`src/rtl/rr_mux_arbiter.sv`:
```
// rr_mux_arbiter: round-robin arbiter and sequencer for a shared 4:1 data mux.
// Grants one requester at a time, drives the mux select and forwards the granted
// input to a valid/ready port. Each grant is capped at MAX_BEATS transfers, and
// every release is followed by one idle cycle.
// Ports:
//   clk, rst_n        clock, asynchronous active-low reset
//   req[3:0]          per-requester request, held until served
//   i0..i3            requester data inputs
//   out_ready         downstream accepts a beat this cycle
//   gnt[3:0]          one-hot grant (registered), zero when idle
//   select[1:0]       mux select (registered), index of the granted requester
//   out               selected data, zero when nothing is granted
//   out_valid         a grant is active and its requester still asserts req
module rr_mux_arbiter #(
  parameter int unsigned WIDTH     = 8,
  parameter int unsigned MAX_BEATS = 4
) (
  input  logic             clk,
  input  logic             rst_n,
  input  logic [3:0]       req,
  input  logic [WIDTH-1:0] i0,
  input  logic [WIDTH-1:0] i1,
  input  logic [WIDTH-1:0] i2,
  input  logic [WIDTH-1:0] i3,
  input  logic             out_ready,
  output logic [3:0]       gnt,
  output logic [1:0]       select,
  output logic [WIDTH-1:0] out,
  output logic             out_valid
);

  localparam int unsigned CW = $clog2(MAX_BEATS + 1);
  localparam logic [CW-1:0] LAST_BEAT = CW'(MAX_BEATS - 1);

  typedef enum logic {IDLE, GRANT} state_t;

  state_t        state, state_nxt;
  logic [3:0]    gnt_nxt;
  logic [1:0]    select_nxt;
  logic [1:0]    ptr, ptr_nxt;
  logic [CW-1:0] count, count_nxt;
  logic [1:0]    win;
  logic          beat;

  // Winner search: scan downward so the requester closest to ptr wins last.
  always_comb begin
    win = ptr;
    for (int i = 3; i >= 0; i--) begin
      if (req[ptr + 2'(i)]) win = ptr + 2'(i);
    end
  end

  assign out_valid = (gnt != 4'd0) && req[select];
  assign beat      = out_valid && out_ready;

  // Combinational data mux, forced to zero while idle.
  always_comb begin
    out = '0;
    if (gnt != 4'd0) begin
      case (select)
        2'd0: out = i0;
        2'd1: out = i1;
        2'd2: out = i2;
        2'd3: out = i3;
      endcase
    end
  end

  // Next-state and next-output logic.
  always_comb begin
    state_nxt  = state;
    gnt_nxt    = gnt;
    select_nxt = select;
    ptr_nxt    = ptr;
    count_nxt  = count;
    case (state)
      IDLE: begin
        if (req != 4'd0) begin
          state_nxt  = GRANT;
          select_nxt = win;
          gnt_nxt    = 4'(1) << win;
          count_nxt  = '0;
        end
      end
      GRANT: begin
        // A withdrawn request and a final beat in the same cycle release once.
        if (!req[select] || (beat && count == LAST_BEAT)) begin
          state_nxt = IDLE;
          gnt_nxt   = 4'd0;
          count_nxt = '0;
          ptr_nxt   = select + 2'd1;
        end else if (beat) begin
          count_nxt = count + CW'(1);
        end
      end
    endcase
  end

  // State and registered outputs.
  always_ff @(posedge clk or negedge rst_n) begin
    if (!rst_n) begin
      state  <= IDLE;
      gnt    <= 4'd0;
      select <= 2'd0;
      ptr    <= 2'd0;
      count  <= '0;
    end else begin
      state  <= state_nxt;
      gnt    <= gnt_nxt;
      select <= select_nxt;
      ptr    <= ptr_nxt;
      count  <= count_nxt;
    end
  end

endmodule
```
`config.mk`:
```
export PLATFORM = sky130hd
export DESIGN_NAME = rr_mux_arbiter
export DESIGN_NICKNAME = d
export VERILOG_FILES = /design/src/rtl/rr_mux_arbiter.sv
export SDC_FILE = /design/constraint.sdc
export NUM_CORES = 1
export LEC_CHECK = 0
export ABC_AREA = 1
export CELL_PAD_IN_SITES_DETAIL_PLACEMENT = 1
export CELL_PAD_IN_SITES_GLOBAL_PLACEMENT = 1
export CORE_ASPECT_RATIO = 2
export CORE_MARGIN = 2
export CORE_UTILIZATION = 29
export DETAILED_ROUTE_END_ITERATION = 7
export HOLD_SLACK_MARGIN = 0.1
export PLACE_DENSITY = 0.89
export SYNTH_ARGS = -nofsm -noshare
export SYNTH_HDL_FRONTEND = slang
export SYNTH_SLANG_ARGS = --single-unit
```
`constraint.sdc`:
```
create_clock -name clk -period 3.01 [get_ports clk]
set_clock_uncertainty 0.05 [all_clocks]
set_input_delay 0.301 -clock clk [delete_from_list [all_inputs] [get_ports clk]]
set_output_delay 0.301 -clock clk [all_outputs]
set_load 0.005 [all_outputs]
```
After elaboration in Yosys (flattened, before gate mapping)
Index checks and enable logic that the tools add are counted.

word-level totals
  register bits = 12
  output and inout port bits = 15

operators by class
  bitwise operators = 1
  order comparisons = 5
  reduce and logical (&&, ||, !) cells = 12
  eq/ne operators = 7
  mux-type cells = 26
  shifts and indexed selects = 1
  add/sub/neg operators = 5

operator list
  cell                 number
  $pmux 8 s4           1
  $lt 2x3->1 const B   5
  $bmux 1 s2           5
  $mux 3               3
  $mux 2               4
  $mux 4               2
  $mux 8               1
  $pmux 4 s2           1
  $reduce_and 2->1     4
  $reduce_bool 4->1    2
  $mux 1               7
  $pmux 3 s2           1
  $add 2x1->2 const B  2
  $add 2x2->2 const B  2
  $eq 2x2->1 const B   2
  $shl 1x2->4 const A  1
  $add 3x1->3 const B  1
  $eq 3x2->1 const B   1
  $logic_and 1x1->1    3
  $ne 3x1->1 const B   1
  $eq 2x1->1 const B   1
  $logic_not 2->1      1
  $ne 2x1->1 const B   1
  $ne 2x2->1 const B   1
  other kinds (4)      4

Logic depth before layout (Yosys ltp)
Gate-level depths: netlist of the first run.

  depth after elaboration = 10
  mapped depth = 13

Worst setup path before layout of the first run
Ideal clock, no wire load.

  kind = register to output
  from = register select[0]
  to = output port out[0]
  stages on the path, launching flop included = 7
  required time = 2659 ps
  slack = 1379 ps
  arrival time = 1280 ps
  buffers on the path = 1
  cells stage by stage = dfrtp_1 > inv_2 > ha_1 > clkbuf_1 > inv_1 > o21ai_0 > a31oi_1

on the way
  longest elaborated chain between the ends = 3
  elaborated cells between the ends (all ways) = 6
  classes of those cells = 3 x eq/ne; 2 x mux; 1 x reduce/logical

ends and longest elaborated chain
  element                             RTL line  text
  from (decl)                         27        output logic [1:0] select,
  from (signal assigned)              110       select <= select_nxt;
  $eq 2x2->1 (tied with other cells)  60        case (select)
  $pmux 8 s4 *                        60
  $mux 8 *                            59        if (gnt != 4'd0) begin
  to (decl)                           28        output logic [WIDTH-1:0] out,

Every way passes the cells marked *; elsewhere a longest branch is shown, timed or not.

Final worst setup path of the first run
  from = register select[0]
  to = output port out[6]

The elaborated chain is that of the path after synthesis.

==> summary.txt, run 1 <==
Timing
  – Fmax: 0.3936 GHz
  – Setup violations, final: 0
  – Rel. slew slack: 0.6380
  – Final hold violation count: 0
  – Count of pins over their slew limit: 0
  – Tcrit/Tclk final: 0.8442
  – RSZ-0062 raised after global routing: no
  – Sum Neg Setup Slack: 0 ps
  – Final Critical Period: 2541 ps
  – Slew @ Worst Pin: 541.4 ps

Power and ir drop
  – Total Power: about 0.0016 W
  – PD cells: 953.0 nW/um^2
  – Leakage: 0.8049 nW
  – Peak supply drop: 307.7 uV

Die
  – Die height: 92.03 um
  – DIE WIDTH: 48.02 um
  – Die area: ~4400 um^2
  – Core Rows: 32
  – Initial core utilization: 0.2954
  – Area of the core: 3804 um^2
  – Io pins: 54

Cells and area
  – Share of post-route cells with drive strength above 1: 0.06114
  – Design area: between 1500 and 2000 um^2
  – Diodes inserted: 0
  – Syn-to-layout area delta: 53.23%
  – Nets: ~280

Critical path
  – Worst reg2reg path depth: 6
  – Critical path class: register to primary output
  – Arr. time, crit path: 2190 ps
  – Peak per-stage delay on the critical path: 540 ps
  – Crit start category: register
  – CP max-delay cell: clkdlybuf4s50_1
  – Worst setup EP type: primary output
  – Worst EP required: 2660 ps
  – Critical Path Fanout Max: 9
  – Crit path cell chain: inv_2 -> ha_1 -> inv_1 -> o21ai_0 -> a31oi_1 -> clkdlybuf4s50_1

Global routing
  – Largest net degree at the start of global routing: 13
  – GRT Resource Usage Total: 0.2007
  – Global-route wire length before repair: 6.403 mm
  – Vias in the first global route: approximately 1500
  – Initial antenna violation count: 0
  – Grt ovf: 0

Drt
  – Drc violations: 0
  – Drt initial violations: 9
  – Via count: 1347
  – Final ANT Viol Nets: 0
  – Drt via density: ~4.8
  – DR pass1 iterations: 2
  – DRT Wirelength: 4.102 mm
  – Routed len/inst: 14.65 um

Clock network
  – Clock transition at path regs: 50 ps
  – Root buffer cell: clkbuf_8
  – Hold buffers post-CTS: 0
  – CTS Sinks: 12
  – Post-cts resize count: 0
  – CTS tree: built
  – H-tree Lvls: 1
  – Setup Buffers After CTS: 0
  – Worst-Skew Late Latency: between 200 and 250 ps
  – Clock Tree Buf Depth: 2
  – CTS Buf Count: 3

Synth
  – Dominant combinational cell family by area after synthesis: simple AND/OR/NAND/NOR gates
  – Synth warn: 0
  – Mapped Area: 1124 um^2
  – Post-synthesis xor/xnor area fraction: 0
  – Post-Synth Adder-Cell Area: 0.06682
  – Mux cell area share after synthesis: 0
  – Post-Syn Area per Cell: approximately 6.3 um^2
  – Synth Area in Simple Gates: 0.3797
  – Post-synth cell types: 24
  – Post-Syn Instances: approximately 180
  – Syn nets: 224
  – Sequential share of the synthesized area: 0.2673
  – Post-synthesis compound-gate area fraction: 0.1804
  – Seq cells post-synth: 12

Min path
  – Hold crit path type: primary input to async pin

Place
  – Port buffer count: 53
  – DP Area: approximately 1700 um^2
  – GP Congestion: 0.7739
  – Final HPWL DP: 3.571 mm

Job
  – Max_cap viols: 0

Run status
  – Status: finished, final reports clean
[cell usage after synthesis, drive strengths merged]
master,instances,area (um^2)
a21oi,10,53.80
a31oi,9,71.32
dfrtp,12,300.3
clkbuf,1,3.750
nand4,1,6.260
buf,5,33.78
inv,21,81.33
nand2,77,291.5
ha,6,75.07
nor2,6,25.03
o21ai,14,77.57
nand3,16,97.60
or2,1,6.260
[path summary, 6_finish.rpt]
kind                                       start              endpoint  slack (ps)
setup / recovery           select[0]$_DFFE_PN0P_                out[6]         470
hold / removal                             rst_n  count[1]$_DFFE_PN0P_         360
setup reg to reg              gnt[3]$_DFFE_PN0P_    gnt[0]$_DFFE_PN0P_        1340
hold reg to reg             count[2]$_DFFE_PN0P_  count[2]$_DFFE_PN0P_         440
max in group asynchronous                  rst_n    ptr[1]$_DFFE_PN0P_        2180
min in group clk            count[2]$_DFFE_PN0P_  count[2]$_DFFE_PN0P_         440
[per-stage QoR]
step                  util  hold slack (ps)  std cells  worst slack [ps]
detailed placement  0.4418            427.2        277             705.7
global placement    0.4418            421.5        277             806.0
floorplan                -           -44.59        179              1379
finish              0.4526            364.7        280             469.1
CTS                 0.4526            391.6        280             452.5
global route        0.4526            412.8        280             299.0
[critical path, delay by kind of cell, from the launching register on]
| kind | cells | cell delay (ps) |
|---|---|---|
| buf+inv | 3 | 850 |
| flops | 1 | 480 |
| compound gates | 2 | 320 |
| fa+ha+maj | 1 | 310 |
[state kept, by name, summed over array words and instances (netlist names)]
name	cells
state	1
ptr	2
gnt	4
count	3
select	2
[cells by family after synthesis]
| family | Yosys count |
|---|---|
| flip-flops | 12 |
| buffers and inverters | 27 |
| AND/OR/NAND/NOR | 101 |
| AO/OA/AOI/OAI | 33 |
| adder cells (fa/ha/maj) | 6 |
[placed cells by master, fill, tap and decap left out, drive strengths merged]
cell type,count
nand2,77
clkdlybuf4s50,53
inv,21
nand3,16
o21ai,14
dfrtp,12
a21oi,10
a31oi,9
ha,6
nor2,6
clkbuf,3
nand4,1
or2,1
[layout make-up]
class,count,area [um^2]
Clock buffer,3,41.29
Fill cell,508,2082
Inverter,21,81.33
Multi-Input combinational cell,140,704.4
Sequential cell,12,300.3
Tap cell,51,63.81
Timing Repair Buffer,53,530.5
[routing by layer]
metal	vias to the layer above	GRT usage	share of wire
met5	-	0	0
met4	0	0.06757	0.023
met3	8	0.02559	0.044
met2	38	0.4267	0.62
met1	624	0.1486	0.32
li1	677	-	-
[power breakdown]
part           leakage [nW]  switching [W]  internal (W)
combinational         0.630       0.000668      0.000521
sequential            0.153      0.0000834      0.000224
clock                0.0216      0.0000564     0.0000880
total                 0.805       0.000808      0.000833
No activity file was read; power rests on OpenSTA's default activity.
==> run 2: changes to the inputs <==
CORE_UTILIZATION = 24   (was 29)
PLACE_DENSITY = 0.79   (was 0.89)
clock period = 2.3 ns   (was 3.01 ns; I/O delays follow)
==> run 2 against run 1 <==
Hold slack lost 64 ps. Die area increased by 19%. Register-to-register slack got worse by 710 ps. Total power grew 33%. Via count up 0.45%.
==> summary.txt, run 2 (synthesized netlist as in run 1, its figures left out) <==
Run status
  – Status: finished, final reports clean

Drt
  – Final ANT Viol Nets: 0 (unchanged)
  – Drt initial violations: 11 (+2)
  – Via count: 1353 (+0.45%)
  – DRT Wirelength: 4.050 mm (-1.3%)
  – Drt via density: 4.714 (-2.0%)
  – Drc violations: 0 (unchanged)
  – Routed len/inst: 14.11 um (-3.7%)
  – DR pass1 iterations: 4 (+2)

Global routing
  – Initial antenna violation count: 0 (unchanged)
  – GRT Resource Usage Total: 0.1599 (-0.04078)
  – Grt ovf: 0 (unchanged)
  – Vias in the first global route: 1460 (-3.0%)
  – Global-route wire length before repair: 6.486 mm (+1.3%)
  – Largest net degree at the start of global routing: 13 (unchanged)

Cells and area
  – Biggest regs: gnt (4), count (3)
  – Commonest non-fill, non-tap cell in the layout: nand2_1
  – Diodes inserted: 0 (unchanged)
  – Max reg flops: 4 (unchanged)
  – Fin cells: 287 (+2.5%)
  – Most frequent cells in the layout: 76 x nand2_1, 52 x clkdlybuf4s50_1, 16 x inv_1
  – Most flops, register: gnt
  – Design area: 1759 um^2 (+2.2%)
  – # fillers: 598 (+18%)
  – Share of post-route cells with drive strength above 1: 0.09914 (+0.03800)
  – Syn-to-layout area delta: 56.57%
  – Nets: 279 (+1.1%)

Timing
  – Rel. slew slack: 0.6431 (+0.005114)
  – Fmax: 0.4559 GHz
  – Setup violations, final: 0 (unchanged)
  – RSZ-0062 raised after global routing: no
  – Sum Neg Setup Slack: 0 ps (unchanged)
  – Count of pins over their slew limit: 0 (unchanged)
  – Final hold violation count: 0 (unchanged)
  – Slew @ Worst Pin: 533.7 ps (-7.647 ps)
  – Tcrit/Tclk final: 0.9537
  – Fin Hold WS: 301.0 ps (-63.75 ps)
  – Final Critical Period: 2194 ps

Critical path
  – CP startpoint: select[1]$_DFFE_PN0P_
  – Worst reg2reg setup slack: 630 ps (-710 ps)
  – Termination of the worst setup path: out[6]
  – Worst reg2reg path depth: 6 (unchanged)
  – Crit start category: register
  – Arr. time, crit path: 1910 ps (-280 ps)
  – Critical R2R Capture: gnt[3]$_DFFE_PN0P_
  – Worst setup EP type: primary output
  – Critical Path Fanout Max: 8 (-1)
  – Worst EP required: 2020 ps (-640 ps)
  – Critical path class: register to primary output
  – R2R Path Start: gnt[3]$_DFFE_PN0P_

Clock network
  – Worst-Skew Late Latency: 230 ps (about the same)
  – Clock transition at path regs: 50 ps (about the same)
  – Hold buffers post-CTS: 0 (unchanged)
  – Root buffer cell: clkbuf_8
  – Clock Tree Buf Depth: 2 (unchanged)
  – H-tree Lvls: 1 (unchanged)
  – CTS tree: built
  – CTS Buf Count: 3 (unchanged)
  – CTS Sinks: 12 (unchanged)

Place
  – GP Congestion: 0.8464 (+9.4%)
  – DP Area: 1693 um^2 (+0.74%)
  – Port buffer count: 53 (unchanged)
  – Final HPWL DP: 3.377 mm (-5.4%)
  – Placed Cells: 282 (+1.8%)

Die
  – Io pins: 54 (unchanged)
  – Core Rows: 35 (+9.4%)
  – Die height: 100.8 um (+9.5%)
  – Die area: 5278 um^2 (+19%)
  – Area of the core: 4554 um^2 (+20%)
  – DIE WIDTH: 52.38 um (+9.1%)
  – Initial core utilization: 0.2467 (-0.04869)

Power and ir drop
  – PD cells: 1244 nW/um^2 (+31%)
  – Peak supply drop: 588.0 uV (+91%)
  – Leakage: 0.8273 nW (+2.8%)
  – Total Power: 0.002188 W (+33%)

Job
  – Max_cap viols: 0 (unchanged)

Min path
  – Hold crit path type: primary input to async pin
[run 2: how the worst min path moves through the flow]
stage / startpoint / endpoint / slack, ps / cells after the start
finish: rst_n / ptr[0]$_DFFE_PN0P_ / 300 / 1
global route: rst_n / ptr[0]$_DFFE_PN0P_ / 350 / 1
CTS: rst_n / ptr[0]$_DFFE_PN0P_ / 320 / 1
detailed placement: count[2]$_DFFE_PN0P_ / count[2]$_DFFE_PN0P_ / 420 / 2
global placement: count[2]$_DFFE_PN0P_ / count[2]$_DFFE_PN0P_ / 430 / 2
floorplan: rst_n / count[0]$_DFFE_PN0P_ / -120 / 0
[run 2: stage by stage]
| step | setup slack [ps] | utilization |
|---|---|---|
| 2_1_floorplan | 739.5 | - |
| 3_3_place_gp | 228.8 | 0.3717 |
| 3_5_place_dp | 215.1 | 0.3717 |
| 4_1_cts | 9.035 | 0.3816 |
| 5_1_grt | 4.047 | 0.3863 |
| 6_report | 106.5 | 0.3863 |
[run 2: worst max-delay path, stage by stage (launching register included)]
cell             delay [ps]
dfrtp_2                 440
inv_2                   110
ha_1                    190
buf_4                   160
a21oi_1                  50
a31oi_1                 190
clkdlybuf4s50_1         540
[run 2: cell type report]
| type | count | area [um^2] | area share |
|---|---|---|---|
| multi-input cells | 140 | 709.4 | 0.4033 |
| flip-flops and latches | 12 | 302.8 | 0.1721 |
| repair buffers | 56 | 555.5 | 0.3158 |
| inverters | 21 | 81.33 | 0.04623 |
| clock buffers | 3 | 41.29 | 0.02347 |
| well taps | 55 | 68.82 | 0.03912 |
[run 2: repair_timing]
action / 4_1_cts / 5_1_grt
setup endpoints to repair: 7 / 8
buffers inserted: 0 / 2
resized for setup: 2 / 5
endpoints found under the hold margin: 0 / 0
pin swaps: 0 / 0
[run 2: per-layer routing]
metal  routed length (um)  vias to the layer above  global-route usage
li1                     -                      681                   -
met1                 1415                      644              0.1520
met2                 2446                       22              0.3308
met3                  103                        6             0.01039
met4                   85                        0             0.05325
met5                    0                        -                   0
[run 2: where the power goes]
part | switching, W | internal (W)
clock | 0.0000656 | 0.000114
combinational | 0.000884 | 0.000713
sequential | 0.000114 | 0.000296
==> run 3: changes to the inputs <==
ABC_AREA = 0   (was 1)
CAP_MARGIN = 20   (was unset)
CORE_UTILIZATION = 23   (was 24)
PLACE_DENSITY = 0.77   (was 0.79)
==> run 3 against run 2 <==
Sequential cell count did not move. Total power is 11% lower. First-iteration DRC count grew to 6.8 times the previous value. Via count shrank 18%. Hold slack got worse by 15 ps. Wire length is 11% lower. Critical path depth increased by 1. Sequential share of layout area rose by 0.84 points. Sequential power down 6.1%. Synthesized cell count decreased by 41%. Non-clock buffer count up 7. Critical endpoint is now out[3].
==> summary.txt, run 3 <==
Critical path
  – Critical path class: register to primary output
  – Worst setup EP type: primary output
  – Arr. time, crit path: 1950 ps (+40 ps)
  – Critical R2R Capture: gnt[1]$_DFFE_PN0P_
  – Worst reg2reg setup slack: 370 ps (-260 ps)
  – Worst reg2reg path depth: 8 (+2)
  – Crit start category: register
  – R2R Path Start: select[0]$_DFFE_PN0P_
  – Worst EP required: 2020 ps (about the same)
  – CP startpoint: select[0]$_DFFE_PN0P_
  – Critical Path Fanout Max: 8 (unchanged)

Cells and area
  – Share of post-route cells with drive strength above 1: 0.1867 (+0.08761)
  – Max reg flops: 4 (unchanged)
  – # fillers: 468 (-22%)
  – Most frequent cells in the layout: 45 x clkdlybuf4s50_1, 20 x nor2_1, 11 x dfrtp_1
  – Most flops, register: gnt
  – Design area: 1670 um^2 (-5.1%)
  – Biggest regs: gnt (4), count (3)
  – FF/Latch Area: 301.5 um^2 (-0.41%)
  – Diodes inserted: 0 (unchanged)
  – Nets: 212 (-24%)
  – Syn-to-layout area delta: 80.41%
  – Commonest non-fill, non-tap cell in the layout: clkdlybuf4s50_1
  – Fin cells: 217 (-24%)
  – Multi-input gate area: 615.6 um^2 (-13%)

Die
  – Core Rows: 32 (-8.6%)
  – Die area: 4580 um^2 (-13%)
  – Die height: 93.73 um (-7.0%)
  – Initial core utilization: 0.2409 (-0.005818)
  – DIE WIDTH: 48.87 um (-6.7%)
  – Io pins: 54 (unchanged)
  – Area of the core: 3844 um^2 (-16%)

Clock network
  – Clock transition at path regs: 50 ps (about the same)
  – CTS tree: built
  – Root buffer cell: clkbuf_8
  – CTS Buf Count: 3 (unchanged)
  – CTS Sinks: 12 (unchanged)
  – Worst-Skew Late Latency: 240 ps (about the same)
  – H-tree Lvls: 1 (unchanged)
  – Clock Tree Buf Depth: 2 (unchanged)
  – Hold buffers post-CTS: 0 (unchanged)

Power and ir drop
  – Clock share of power: 0.118 (+0.036)
  – NetSw: 0.0007974 W (-25%)
  – Leakage: 0.7555 nW (-8.7%)
  – Pint: 0.001147 W (+2.0%)
  – Switching Share: 0.4102 (-0.07603)
  – PD cells: 1164 nW/um^2 (-6.4%)
  – Seq pwr share: 0.199 (+0.011)
  – Peak supply drop: 818.8 uV (+39%)
  – Combinational group share of total power: 0.683 (-0.047)

Timing
  – Final Critical Period: 2225 ps (+31.89 ps)
  – Sum Neg Setup Slack: 0 ps (unchanged)
  – Setup violations, final: 0 (unchanged)
  – Final setup margin: 74.59 ps (-31.89 ps)
  – Count of pins over their slew limit: 0 (unchanged)
  – Fmax: 0.4494 GHz (-1.4%)
  – Fin Hold WS: 285.8 ps (-15.17 ps)
  – Tcrit/Tclk final: 0.9676 (+0.01387)
  – Final hold violation count: 0 (unchanged)
  – RSZ-0062 raised after global routing: no
  – Rel. slew slack: 0.6365 (-0.006564)
  – Slew @ Worst Pin: 545.2 ps (+11.52 ps)

Drt
  – Drt via density: 5.092 (+8.0%)
  – Drt initial violations: 75 (+64)
  – DR pass1 iterations: 5 (+1)
  – Final ANT Viol Nets: 0 (unchanged)
  – DRT Wirelength: 3.622 mm (-11%)
  – Routed len/inst: 16.69 um (+18%)
  – Drc violations: 0 (unchanged)
  – Via count: 1105 (-18%)

Synth
  – Primary FF master, synth: dfrtp_1
  – Area contributors post-synth: dfrtp_1 32%, a222oi_1 8.6%, ha_1 8.1%
  – Syn nets: 150 (-33%)
  – Synth top cells by count: 20 x nor2_1, 12 x dfrtp_1, 9 x a21oi_1
  – Top-area cell type share of the netlist area: 0.3243 (+0.05706)
  – Synth warn: 0 (unchanged)
  – Biggest area consumer among synthesized cells: dfrtp_1
  – Most instantiated library cell after synthesis: nor2_1
  – Post-Syn Area per Cell: 8.818 um^2 (+40%)
  – Sequential share of the synthesized area: 0.3243 (+0.05706)
  – Mapped Area: 925.9 um^2 (-18%)
  – Post-synth cell types: 34 (+42%)
  – Seq cells post-synth: 12 (unchanged)
  – Number of flops mapped to enable cells by yosys: 0 (unchanged)
  – Async S/R FF share, synth: 1.000 (unchanged)
  – Post-Syn Instances: 105 (-41%)

Place
  – Port buffer count: 53 (unchanged)
  – Dpl ws: -11.92 ps (-227.0 ps)
  – Placed Cells: 210 (-26%)
  – DP Area: 1555 um^2 (-8.1%)
  – GP Congestion: 0.8395 (-0.82%)
  – Final HPWL DP: 2.972 mm (-12%)

Global routing
  – Initial antenna violation count: 0 (unchanged)
  – Grt ovf: 0 (unchanged)
  – Largest net degree at the start of global routing: 17 (+4)
  – Global-route wire length before repair: 5.761 mm (-11%)
  – Vias in the first global route: 1174 (-20%)
  – GRT Resource Usage Total: 0.1640 (+0.004069)

Min path
  – Hold crit path type: primary input to async pin

Job
  – Max_cap viols: 0 (unchanged)

Run status
  – Status: finished, final reports clean
## run 3: power groups by stage
stage | registers (W) | clock network (W) | logic (W)
after detailed placement | 0.000391 | 0 | 0.00127
after floorplan | 0.000376 | 0 | 0.000666
after global placement | 0.000379 | 0 | 0.00123
after global routing | 0.000398 | 0.000245 | 0.00146
final | 0.000386 | 0.000230 | 0.00133
after CTS | 0.000382 | 0.000235 | 0.00133
## run 3: worst max path at each step
stage / to / slack [ps] / cells past startpoint
after floorplan: out[6] / 640 / 7
after global placement: out[7] / 50 / 7
after detailed placement: out[3] / -10 / 7
after CTS: out[5] / 8 / 7
after global routing: out[3] / 7 / 7
final: out[3] / 70 / 7
## run 3: layer usage
metal / track usage / part of all wire / vias to the layer above
li1: - / - / 515
met1: 0.1602 / 0.36 / 521
met2: 0.3299 / 0.54 / 65
met3: 0.03981 / 0.084 / 4
met4: 0.04286 / 0.0086 / 0
met5: 0 / 0 / -
## run 3: critical path: stages, from the launching register on
cell	delay, ps
dfrtp_1	390
buf_6	140
ha_4	180
a222oi_1	530
nor2_1	80
a21oi_1	130
nor2_1	50
clkdlybuf4s15_1	200
## run 3: cell type report
type	count	share of cell area
clock buffers	4	0.03296
repair buffers	63	0.3663
inverters	6	0.01348
flip-flops and latches	12	0.1805
well taps	51	0.03820
multi-input cells	81	0.3685
## run 3: logic make-up (layout without fill, tap and decap cells)
kind of cell,after synthesis,count (layout),synth area share
muxes,5,5,0.07567
buffers and inverters,12,73,0.05000
adders and majority gates,6,6,0.08108
AOI/OAI and AO/OA,34,34,0.2811
DFF,12,12,0.3243
and+or+nand+nor,36,36,0.1878
## run 3: stage by stage
stage | total power [W] | util
3_3_place_gp | 0.001612 | 0.4046
6_report | 0.001944 | 0.4346
5_1_grt | 0.002102 | 0.4346
2_1_floorplan | 0.001041 | -
3_5_place_dp | 0.001665 | 0.4046
4_1_cts | 0.001950 | 0.4303
## run 3: timing repair
action                                  CTS  global route
endpoints found under the hold margin     0             0
setup buffers                             2             1
pin swaps                                 7             7
gates resized for setup                  14             7
endpoints found under the setup margin    8             6
